===== config.mk =====
export PLATFORM = sky130hd
export DESIGN_NAME = load_store_unit
export DESIGN_NICKNAME = d
export VERILOG_FILES = /design/src/rtl/lsu_pkg.sv /design/src/rtl/load_store_unit.sv
export SDC_FILE = /design/constraint.sdc
export NUM_CORES = 1
export LEC_CHECK = 0
export BUFFER_PORTS_ARGS = -buffer_cell sky130_fd_sc_hd__buf_2
export CORE_MARGIN = 8
export CORE_UTILIZATION = 50
export CTS_CLUSTER_DIAMETER = 120
export DETAILED_ROUTE_END_ITERATION = 7
export PLACE_DENSITY = 0.76
export SLEW_MARGIN = 0
export SYNTH_ARGS = -nofsm -noshare
export SYNTH_HDL_FRONTEND = slang
export SYNTH_SLANG_ARGS = --single-unit

===== constraint.sdc =====
create_clock -name clk -period 3.6 [get_ports clk]
set_input_delay 0.36 -clock clk [delete_from_list [all_inputs] [get_ports clk]]
set_output_delay 0.36 -clock clk [all_outputs]
set_load 0.03 [all_outputs]

===== src/rtl/lsu_pkg.sv =====
// Shared definitions for the load/store unit: size codes, FSM states and
// the combinational lane extract/merge helpers (fixed at 4 byte lanes).
package lsu_pkg;

  localparam int unsigned LSU_DATA_W = 32;

  localparam logic [1:0] SZ_BYTE = 2'b00;
  localparam logic [1:0] SZ_HALF = 2'b01;
  localparam logic [1:0] SZ_WORD = 2'b10;

  typedef enum logic [2:0] {
    ST_IDLE,
    ST_READ,
    ST_MERGE,
    ST_WRITE,
    ST_DONE
  } lsu_state_e;

  // Pick the addressed byte/half out of a memory word and extend it.
  function automatic logic [LSU_DATA_W-1:0] lane_extract(
    input logic [LSU_DATA_W-1:0] word,
    input logic [1:0]            addr_lo,
    input logic [1:0]            size,
    input logic                  is_unsigned
  );
    logic [7:0]            b;
    logic [15:0]           h;
    logic [LSU_DATA_W-1:0] res;
    b = word[{addr_lo, 3'b000} +: 8];
    h = addr_lo[1] ? word[31:16] : word[15:0];
    case (size)
      SZ_BYTE: res = is_unsigned ? {24'h0, b} : {{24{b[7]}}, b};
      SZ_HALF: res = is_unsigned ? {16'h0, h} : {{16{h[15]}}, h};
      default: res = word;
    endcase
    return res;
  endfunction

  // Replace only the addressed byte/half of a memory word with store data.
  function automatic logic [LSU_DATA_W-1:0] lane_merge(
    input logic [LSU_DATA_W-1:0] word,
    input logic [LSU_DATA_W-1:0] wdata,
    input logic [1:0]            addr_lo,
    input logic [1:0]            size
  );
    logic [LSU_DATA_W-1:0] res;
    res = word;
    case (size)
      SZ_BYTE: res[{addr_lo, 3'b000} +: 8] = wdata[7:0];
      SZ_HALF: begin
        if (addr_lo[1]) res[31:16] = wdata[15:0];
        else            res[15:0]  = wdata[15:0];
      end
      default: res = wdata;
    endcase
    return res;
  endfunction

endpackage


===== src/rtl/load_store_unit.sv =====
// Load/store unit: initiator side of a word-access, little-endian data memory.
// Loads read one word and extract/extend the lane; sub-word stores do a
// read-modify-write; misaligned or illegal-size requests finish with err.
// Ports:
//   clk, rst_n                 clock, async active-low reset
//   req_valid/req_ready        request handshake (ready only in IDLE)
//   req_we/size/unsigned/addr/wdata  request payload
//   done, err, rdata           completion pulse, error flag, load result
//   mem_address/read/write/write_data, mem_read_data  data memory side
module load_store_unit
  import lsu_pkg::*;
#(
  parameter int unsigned ADDR_W = 5,
  parameter int unsigned DATA_W = 32  // lane logic assumes exactly 32
) (
  input  logic              clk,
  input  logic              rst_n,
  input  logic              req_valid,
  output logic              req_ready,
  input  logic              req_we,
  input  logic [1:0]        req_size,
  input  logic              req_unsigned,
  input  logic [ADDR_W-1:0] req_addr,
  input  logic [DATA_W-1:0] req_wdata,
  output logic              done,
  output logic              err,
  output logic [DATA_W-1:0] rdata,
  output logic [ADDR_W-1:0] mem_address,
  output logic              mem_read,
  output logic              mem_write,
  output logic [DATA_W-1:0] mem_write_data,
  input  logic [DATA_W-1:0] mem_read_data
);

  lsu_state_e r_state, w_state_nxt;

  logic              r_we;
  logic [1:0]        r_size;
  logic              r_unsigned;
  logic [ADDR_W-1:0] r_addr;
  logic [DATA_W-1:0] r_wdata;

  logic              w_accept;
  logic              w_misalign;
  logic [ADDR_W-1:0] w_addr_src;
  logic [ADDR_W-1:0] w_mem_address_nxt;
  logic [DATA_W-1:0] w_mem_wdata_nxt;
  logic              w_rdata_load;

  assign w_accept   = req_valid && req_ready;
  assign w_misalign = (req_size == 2'b11) ||
                      ((req_size == SZ_HALF) && req_addr[0]) ||
                      ((req_size == SZ_WORD) && (req_addr[1:0] != 2'b00));
  // On the accept edge the captured address is not yet registered.
  assign w_addr_src = w_accept ? req_addr : r_addr;

  // State register
  always_ff @(posedge clk or negedge rst_n) begin
    if (!rst_n) r_state <= ST_IDLE;
    else        r_state <= w_state_nxt;
  end

  // Next state and next values of the registered outputs
  always_comb begin
    w_state_nxt       = r_state;
    w_mem_address_nxt = '0;
    w_mem_wdata_nxt   = mem_write_data;
    w_rdata_load      = 1'b0;
    case (r_state)
      ST_IDLE: begin
        if (w_accept) begin
          if (w_misalign)                        w_state_nxt = ST_DONE;
          else if (req_we && req_size == SZ_WORD) w_state_nxt = ST_WRITE;
          else                                   w_state_nxt = ST_READ;
        end
      end
      ST_READ:  w_state_nxt = ST_MERGE;
      ST_MERGE: begin
        w_state_nxt  = r_we ? ST_WRITE : ST_DONE;
        w_rdata_load = !r_we;
      end
      ST_WRITE: w_state_nxt = ST_DONE;
      ST_DONE:  w_state_nxt = ST_IDLE;
      default:  w_state_nxt = ST_IDLE;
    endcase
    if (w_state_nxt == ST_READ || w_state_nxt == ST_WRITE)
      w_mem_address_nxt = {w_addr_src[ADDR_W-1:2], 2'b00};
    // Word stores write straight from the request; sub-word stores merge.
    if (w_state_nxt == ST_WRITE)
      w_mem_wdata_nxt = w_accept ? req_wdata
                      : lane_merge(mem_read_data, r_wdata, r_addr[1:0], r_size);
  end

  // Request capture
  always_ff @(posedge clk or negedge rst_n) begin
    if (!rst_n) begin
      r_we       <= 1'b0;
      r_size     <= 2'b00;
      r_unsigned <= 1'b0;
      r_addr     <= '0;
      r_wdata    <= '0;
    end else if (w_accept) begin
      r_we       <= req_we;
      r_size     <= req_size;
      r_unsigned <= req_unsigned;
      r_addr     <= req_addr;
      r_wdata    <= req_wdata;
    end
  end

  // Registered outputs
  always_ff @(posedge clk or negedge rst_n) begin
    if (!rst_n) begin
      req_ready      <= 1'b1;
      done           <= 1'b0;
      err            <= 1'b0;
      rdata          <= '0;
      mem_address    <= '0;
      mem_read       <= 1'b0;
      mem_write      <= 1'b0;
      mem_write_data <= '0;
    end else begin
      req_ready      <= (w_state_nxt == ST_IDLE);
      done           <= (w_state_nxt == ST_DONE);
      err            <= w_accept && w_misalign;
      mem_address    <= w_mem_address_nxt;
      mem_read       <= (w_state_nxt == ST_READ);
      mem_write      <= (w_state_nxt == ST_WRITE);
      mem_write_data <= w_mem_wdata_nxt;
      if (w_rdata_load)
        rdata <= lane_extract(mem_read_data, r_addr[1:0], r_size, r_unsigned);
    end
  end

endmodule


== After elaboration in Yosys (flattened, before gate mapping) ==
Index checks and enable logic that the tools add are counted.

* Output and inout port bits: 74
* Word-level logic and storage cells: 59
* Register bits: 118

* Add/sub/neg operators: 1
* Eq/ne operators: 10
* Shift operators: 3
* Reduce and logical (&&, ||, !) cells: 13
* Muxes and demuxes: 17

{| class="wikitable"
|+ Operator list
! cell !! count
|-
| 32-bit case mux with 2 select lines || 2
|-
| 32-bit two-way mux || 3
|-
| 16-bit two-way mux || 3
|-
| 32-bit bitwise mux || 1
|-
| 8-bit by 7-bit variable shift with 32-bit output (first input constant) || 1
|-
| 32-bit by 6-bit indexed part select with 8-bit output || 1
|-
| 8-bit by 7-bit indexed part select with 32-bit output || 1
|-
| 3-bit case mux with 4 select lines || 1
|-
| 5-bit two-way mux || 2
|-
| 3-bit by 2-bit == test with 1-bit output (second input constant) || 3
|-
| 3-bit two-way mux || 3
|-
| 5-bit negation with 7-bit output || 1
|-
| 3-bit by 1-bit == test with 1-bit output (second input constant) || 2
|-
| 3-bit logical NOT || 2
|-
| 1-bit logical AND || 5
|-
| 2-bit by 1-bit == test with 1-bit output (second input constant) || 2
|-
| 2-bit == test (second input constant) || 2
|-
| 3-bit == test (second input constant) || 1
|-
| 1-bit logical OR || 3
|-
| 2-bit logical NOT || 1
|-
| 2-bit two-way mux || 1
|-
| 2-bit nonzero test || 1
|-
| 1-bit logical NOT || 1
|-
| 1-bit two-way mux || 1
|}

== Logic depth before layout (Yosys ltp) ==
Gate-level depths: netlist of the first run.

* Word-level depth: 10
* Mapped depth: 11
* Gate-level depth less buffers: 7

== Worst setup path after synthesis of the first run ==
OpenSTA, ideal clock, no wires.

* Kind: reg2reg
* Start point: register r_addr[1]
* End point: register mem_write_data[24]
* Arrival time: 2486 ps
* Required time: 3535 ps
* Stages on the path, launching flop included: 12
* Path buffers: 4
* Slack: 1049 ps
* Cell sequence: dfrtp_1 buf_2 buf_2 buf_2 inv_1 ha_1 nor4bb_1 and2_1 clkbuf_1 nand2_1 a31oi_1 mux2_4

* Cells in the longest elaborated chain, start to end: 5
* Elaborated cells on any way between the ends: 7

{| class="wikitable"
|+ RTL lines
! what !! line !! RTL
|-
| start: declaration || load_store_unit.sv:40 || <nowiki>logic [ADDR_W-1:0] r_addr;</nowiki>
|-
| start signal: assignment || load_store_unit.sv:106 || <nowiki>r_addr <= req_addr;</nowiki>
|-
| 5-bit negation with 7-bit output || lsu_pkg.sv:49 || <nowiki>SZ_BYTE: res[{addr_lo, 3'b000} +: 8] = wdata[7:0];</nowiki>
|-
| 8-bit by 7-bit indexed part select with 32-bit output or 8-bit by 7-bit variable shift with 32-bit output (tied branches) || lsu_pkg.sv:49 ||
|-
| 32-bit bitwise mux || lsu_pkg.sv:49 ||
|-
| 32-bit case mux with 2 select lines (*) || lsu_pkg.sv:48 || <nowiki>case (size)</nowiki>
|-
| 32-bit two-way mux (*) || load_store_unit.sv:90 || <nowiki>w_mem_wdata_nxt = w_accept ? req_wdata</nowiki>
|-
| end signal: assignment || load_store_unit.sv:129 || <nowiki>mem_write_data <= w_mem_wdata_nxt;</nowiki>
|-
| end: declaration || load_store_unit.sv:31 || <nowiki>output logic [DATA_W-1:0] mem_write_data,</nowiki>
|}

Every way passes the cells marked *; elsewhere a longest branch is shown, timed or not.
A chain may end at the register's enable or synchronous reset.

== Final worst setup path of the first run ==
* Start point: register req_ready
* End point: register mem_write_data[31]

* Cells in the longest elaborated chain, start to end: 4
* Elaborated cells on any way between the ends: 5

{| class="wikitable"
|+ RTL lines
! what !! line !! RTL
|-
| start: declaration || load_store_unit.sv:19 || <nowiki>output logic req_ready,</nowiki>
|-
| start signal: assignment || load_store_unit.sv:123 || <nowiki>req_ready <= (w_state_nxt == ST_IDLE);</nowiki>
|-
| 1-bit logical AND || load_store_unit.sv:50 || <nowiki>assign w_accept = req_valid && req_ready;</nowiki>
|-
| 3-bit two-way mux || load_store_unit.sv:71 || <nowiki>if (w_accept) begin</nowiki>
|-
| 3-bit case mux with 4 select lines || load_store_unit.sv:69 || <nowiki>case (r_state)</nowiki>
|-
| named net w_state_nxt[1] || load_store_unit.sv:35 || <nowiki>lsu_state_e r_state, w_state_nxt;</nowiki>
|-
| 3-bit by 2-bit == test with 1-bit output || load_store_unit.sv:89 || <nowiki>if (w_state_nxt == ST_WRITE)</nowiki>
|}

The timed path passes the listed nets, and every way through them passes these cells.

==> results of run 1 <==
[worst max-delay path by stage]
stage | to
after floorplan | mem_write_data[24]
after global placement | mem_write_data[31]
after detailed placement | mem_write_data[31]
after CTS | mem_write_data[31]
after global routing | mem_write_data[31]
final | mem_write_data[31]
[flip-flops by register name (all words and copies together), names as in the netlist, 2 cells and up]
register        cells
r_addr              5
r_state             3
r_wdata            32
mem_write_data     32
rdata              32
r_size              2
mem_address         3
[final cells by class]
type	instances	area, sq um
Tap cell	147	183.9
Clock inverter	4	70.07
Clock buffer	27	503.0
Fill cell	967	4489
Sequential cell	116	2904
Inverter	14	52.55
Timing Repair Buffer	159	828.3
Antenna cell	1	2.502
Multi-Input combinational cell	459	2878
[per-layer routing]
layer	up-vias	routed length [um]	track usage
met3	57	2009	0.07131
met4	2	748	0.1189
met1	2738	8013	0.3150
li1	2508	-	-
met2	349	8862	0.3750
met5	-	10	0
[cells by family (layout without fill, tap and decap cells)]
kind of cell             after synthesis  after routing  synth area share
AO/OA/AOI/OAI                        113            113            0.1371
adder cells (fa/ha/maj)                5              5           0.01032
buffers and inverters                 59            204           0.04912
flip-flops                           116            116            0.4791
multiplexers                          64             64            0.1284
other                                  1              3         0.0006186
AND/OR/NAND/NOR                      275            275            0.1955
[cells in the mapped netlist (2+ instances only)]
master / count / area, sq um
nand2_1: 184 / 690.7
buf_2: 7 / 35.03
a222oi_1: 8 / 80.08
buf_12: 3 / 60.06
buf_1: 4 / 15.01
mux2_4: 20 / 300.3
dfrtp_1: 115 / 2878
o21ai_1: 20 / 100.1
a21oi_1: 12 / 60.06
mux2_2: 3 / 33.78
inv_1: 11 / 41.29
and3_1: 7 / 43.79
a31oi_1: 15 / 93.84
o22ai_1: 8 / 50.05
or2_1: 2 / 12.51
and2_1: 2 / 12.51
nand3_1: 35 / 175.2
nor2_1: 28 / 105.1
nor3_2: 2 / 20.02
a2111o_1: 2 / 22.52
clkbuf_1: 27 / 101.4
nor2b_1: 2 / 12.51
mux2_1: 17 / 191.4
a221o_1: 7 / 70.07
buf_4: 3 / 22.52
a221oi_1: 25 / 219.0
mux2i_1: 23 / 230.2
ha_1: 5 / 62.56
nor3_1: 2 / 10.01
inv_2: 2 / 7.510
o21ai_0: 8 / 40.04
nand2b_1: 2 / 12.51
[through the flow]
step | cell area, sq um | std cells | power (uW) | setup slack (ns)
6_report | 7422 | 927 | 7678 | 1.162
5_1_grt | 7422 | 927 | 8084 | 0.9771
4_1_cts | 7420 | 926 | 7655 | 1.168
3_5_place_dp | 6847 | 895 | 5981 | 1.143
3_3_place_gp | 6847 | 895 | 5869 | 1.202
2_1_floorplan | 6066 | 634 | 4902 | 1.049
[where the power goes]
group          switching [uW]  internal [uW]
clock                     558           1090
combinational            2350           1280
sequential                502           1900
[critical path, cell delays in order, from the launching register on]
cell,delay [ns]
dfstp_2,0.54
and2_2,0.16
nand4_2,0.13
a221oi_4,0.36
nor2b_4,0.20
buf_4,0.51
mux2_2,0.41
==> flow_metrics.tcl, run 1 <==
set metrics [dict create \
    dieArea_sq_mm 0.01590 \
    ctsResizeCount 0 \
    ir_drop_mv 0.9017 \
    tritoncts "done" \
    synth_edf_count 0 \
    synth-seq-area-share 0.4791 \
    area_growth_pct 22.44 \
    arrival_ns 2.73 \
    rsz0062_at_grt "no" \
    start_util 0.5089 \
    hold_buffers 0 \
    drt_wl_total_um 19640 \
    die_h_um 126.1 \
    max_freq_mhz 410.1 \
    post-route-period-util 0.6773 \
    setup_viol 0 \
    status "complete, no violations" \
    drc 0 \
    antenna_found_initial 2 \
    cts.clk_slew.worst_paths_ns 0.05 \
    cp.required_ns 3.90 \
    ff2ff_path_depth 6 \
    h-tree-depth 4 \
    synthArstFlopShare 1.000 \
    cts_made_buffers 17 \
    nNetsFinal 848 \
    maxCapViolCount 0 \
    die_w_um 126.1 \
    drtIter0Drc 759 \
    portBuffers 147 \
    core_area_sq_mm 0.01191 \
    first_pass_iters 5 \
    post_cts_buffers 0 \
    worstSkewPairLatency_ns 0.41 \
    slew_headroom 0.3853 \
    crit_start "req_ready" \
    clk_path_buf_depth 2 \
    critPathKind "flip-flop to flip-flop" \
    avgRoutedWirePerCell_um 21.19 \
    hold_viol 0 \
    first_global_vias 5762 \
    avgSynthCellArea_sq_um 9.577 \
    final-max-slew-violation-count 0 \
    grt_start_max_net_pins 72 \
    hold_path_class "primary input to async pin" \
    via_per_inst 6.099 \
    finish.utilization 0.6231 \
    whs_ns 0.06741 \
    dpl.hpwl_um 13880 \
    p_leak_uw 0.003680 \
    endpoint_kind "flip-flop" \
    root_buffer "clkbuf_16" \
    layout_common_cells "183 x nand2_1, 146 x buf_2, 115 x dfrtp_1" \
    yosys.cell_types.count 54 \
    cts_sinks 116 \
    r2r_slack_ns 1.16 \
    ant_nets 0 \
    gp_congestion 0.8852 \
    boundaryPins 150 \
    syn_area_sq_mm 0.006062 \
    r2r_start "req_ready" \
    finalClockSkew_ns 0.005501 \
    drive_above_1_share 0.2850 \
    cellPowerDensity_mw_per_mm2 1035 \
    final_common_cell "nand2_1" \
    cp-start-kind "flip-flop" \
    rows 40 \
    setup_tns_ns 0 \
    grt_usage 0.2460 \
    syn_inst 633 \
    ys_ff_latch 116 \
    rr_endpoint "mem_write_data[31]" \
    ys.flop_type "dfrtp_1" \
    cp_max_fo 33 \
    vias 5654 \
    grt_remaining_overflow 0 \
    min_period_ns 2.438 \
    max_slew.worst_pin.slew_ns 0.9202 \
    grt_pass1_wl_um 30670 \
    ys_warn_count 0 \
]
No activity file was read; power rests on OpenSTA's default activity.
==> inputs of run 2 (changes only) <==
--- a/config.mk
+++ b/config.mk
@@ -5,12 +5,13 @@
 export SDC_FILE = /design/constraint.sdc
 export NUM_CORES = 1
 export LEC_CHECK = 0
+export ABC_AREA = 1
 export BUFFER_PORTS_ARGS = -buffer_cell sky130_fd_sc_hd__buf_2
 export CORE_MARGIN = 8
 export CORE_UTILIZATION = 50
 export CTS_CLUSTER_DIAMETER = 120
 export DETAILED_ROUTE_END_ITERATION = 7
-export PLACE_DENSITY = 0.76
+export PLACE_DENSITY = 0.77
 export SLEW_MARGIN = 0
 export SYNTH_ARGS = -nofsm -noshare
 export SYNTH_HDL_FRONTEND = slang
==> constraint.sdc (replaced) <==
create_clock -name clk -period 2 [get_ports clk]
set_input_delay 0.2 -clock clk [delete_from_list [all_inputs] [get_ports clk]]
set_output_delay 0.2 -clock clk [all_outputs]
set_load 0.03 [all_outputs]
==> flow_metrics.tcl, run 2 <==
set metrics [dict create \
    muxShareOfSynthArea 0 \
    synth-simple-area-share 0.3902 \
    die_w_um 134.7 \
    hold_depth 3 \
    setup_tns_ns 0 \
    cts.clk_slew.worst_paths_ns 0.06 \
    layout_common_cells "540 x nand2_1, 146 x buf_2, 113 x dfrtp_1" \
    arrival_ns 2.18 \
    clk_path_buf_depth 2 \
    slew_headroom 0.5859 \
    via_per_inst 5.329 \
    first_global_vias 6966 \
    die_h_um 134.7 \
    hold_path_class "primary input to flip-flop" \
    nNetsFinal 1259 \
    h-tree-depth 4 \
    final_common_cell "nand2_1" \
    reg_top3 "mem_write_data: 32 flops, r_wdata: 32 flops, rdata: 32 flops" \
    ff2ff_path_depth 12 \
    rows 43 \
    grt_remaining_overflow 0 \
    synthArstFlopShare 1.000 \
    syn_inst 1027 \
    fillers 1232 \
    dpl.hpwl_um 16310 \
    synth_edf_count 0 \
    boundaryPins 150 \
    setup_viol 0 \
    hold_viol 0 \
    cts_made_buffers 17 \
    drtIter0Drc 797 \
    avgRoutedWirePerCell_um 16.69 \
    cp.required_ns 2.36 \
    status "complete, no violations" \
    yosys.cell_types.count 37 \
    post-route-period-util 0.9116 \
    worst_path_most_repeated_cell "nand2_1" \
    ys_warn_count 0 \
    min_period_ns 1.823 \
    critPathKind "flip-flop to flip-flop" \
    antenna_found_initial 1 \
    core_area_sq_mm 0.01383 \
    ys_ff_latch 116 \
    ys.flop_type "dfrtp_1" \
    gp_congestion 0.9621 \
    finish.utilization 0.6298 \
    endpoint_kind "flip-flop" \
    finalClockSkew_ns 0.01017 \
    netlist_top_cells_area "dfrtp_1 41%, nand2_1 29%, nand3_1 4.6%, a21boi_0 4.4%, inv_1 2.6%" \
    synth_top_cell_area_share 0.4082 \
    final-max-slew-violation-count 0 \
    synth-seq-area-share 0.4119 \
    synthXorXnorAreaFrac 0 \
    drt_wl_total_um 22850 \
    slowest_stage "ha_1" \
    post_cts_buffers 0 \
    first_pass_iters 6 \
    synth.most_common_cell "nand2_1" \
    crit_path_max_incr_delay_ns 0.42 \
    cp_max_fo 5 \
    ant_nets 0 \
    yosys.area.top_type "dfrtp_1" \
    avgSynthCellArea_sq_um 6.865 \
    vias 7296 \
    portBuffers 147 \
    start_util 0.5099 \
    ir_drop_mv 0.9776 \
    cellPowerDensity_mw_per_mm2 1824 \
    maxCapViolCount 0 \
    synthAdderAreaFrac 0.008873 \
    root_buffer "clkbuf_16" \
    drc 0 \
    worstSkewPairLatency_ns 0.42 \
    synth_top_family_by_area "simple AND/OR/NAND/NOR gates" \
    grt_usage 0.2564 \
    dieArea_sq_mm 0.01816 \
    max_slew.worst_pin.slew_ns 0.6204 \
    synth_compound_gate_area_share 0.1233 \
    timing.critical_path.cells "inv_1, ha_1, nand2_1, nor2_2, nand2_1, nand2_1, nand2_1, nand2_1, nand2_1, nand2_1, nand3_1, nand2_1" \
    drive_above_1_share 0.2104 \
    syn_area_sq_mm 0.007051 \
    grt_pass1_wl_um 36820 \
    p_leak_uw 0.004948 \
    ys_top_cells_by_count "541 x nand2_1, 115 x dfrtp_1, 65 x nand3_1, 48 x inv_1, 41 x a21boi_0" \
    max_freq_mhz 548.5 \
    area_growth_pct 23.51 \
    grt_start_max_net_pins 52 \
    tritoncts "done" \
    cts_sinks 116 \
    cp-start-kind "flip-flop" \
]
-- run 2: cell types whose count changed after synthesis, sizes merged, moves of 26 or more --
cell,delta
nand2,+361
a21boi,+51
mux2,-40
inv,+39
nand3,+32
a221oi,-26
-- run 2: cell families after synthesis --
| kind of cell | count (synthesis) |
|---|---|
| AND/OR/NAND/NOR | 671 |
| adder cells (fa/ha/maj) | 5 |
| flip-flops | 116 |
| buffers and inverters | 106 |
| other | 1 |
| AO/OA/AOI/OAI | 128 |
-- run 2: per-stage QoR --
step / total power [uW] / hold slack [ns] / worst slack [ns] / std cells / cell area, sq um
after CTS: 15820 / 0.001831 / 0.1531 / 1368 / 8698
final: 15880 / 0.006708 / 0.1768 / 1369 / 8708
after global routing: 17010 / 0.009796 / -0.01966 / 1369 / 8708
after global placement: 12630 / 0.1308 / 0.2135 / 1326 / 8001
after detailed placement: 12750 / 0.1378 / 0.1795 / 1326 / 8001
after floorplan: 10300 / -0.09559 / 0.09982 / 1028 / 7057
-- run 2: critical path: cells and delay by family, from the launching register on --
kind,cells,cell delay [ns]
AND/OR/NAND/NOR,10,0.90
adder cells (fa/ha/maj),1,0.42
flip-flops,1,0.35
buffers and inverters,1,0.10
-- run 2: path summary, 6_finish.rpt --
path / start / endpoint / slack, ns
worst min register to register: mem_write_data[21] / mem_write_data[21] / 0.46
min in group asynchronous: rst_n / mem_write_data[25] / 0.23
worst max register to register: r_addr[0] / mem_write_data[13] / 0.18
max in group asynchronous: rst_n / mem_write_data[3] / 1.16
worst min-delay path: req_wdata[28] / r_wdata[28] / 0.007
worst max-delay path: r_addr[0] / mem_write_data[13] / 0.18
-- run 2: per-layer routing --
| metal | part of all wire | track usage | wire [um] |
|---|---|---|---|
| met5 | 0 | 0 | 0 |
| met4 | 0.040 | 0.1229 | 905 |
| met3 | 0.093 | 0.07244 | 2135 |
| met2 | 0.45 | 0.3987 | 10370 |
| met1 | 0.41 | 0.3220 | 9433 |
-- run 2: final cells by class --
| type | instances | area, sq um | area share |
|---|---|---|---|
| tap | 180 | 225.2 | 0.02586 |
| timing repair buffer | 185 | 1106 | 0.1270 |
| clock inverter | 5 | 75.07 | 0.008621 |
| inverter | 52 | 197.7 | 0.02270 |
| clock buffer | 24 | 491.7 | 0.05647 |
| sequential | 116 | 2907 | 0.3338 |
| antenna | 1 | 2.502 | 0.0002874 |
| multi-input combinational | 806 | 3704 | 0.4253 |
-- run 2: repair_timing --
| action | in CTS | in global routing |
|---|---|---|
| hold buffers | 13 | 0 |
| endpoints found under the hold margin | 33 | 0 |
| endpoints found under the setup margin | 0 | 5 |
| gates resized for setup | 0 | 2 |
-- run 2: power breakdown --
group          internal, uW  switching [uW]
clock                  1930            1040
sequential             3490             877
combinational          2710            5830
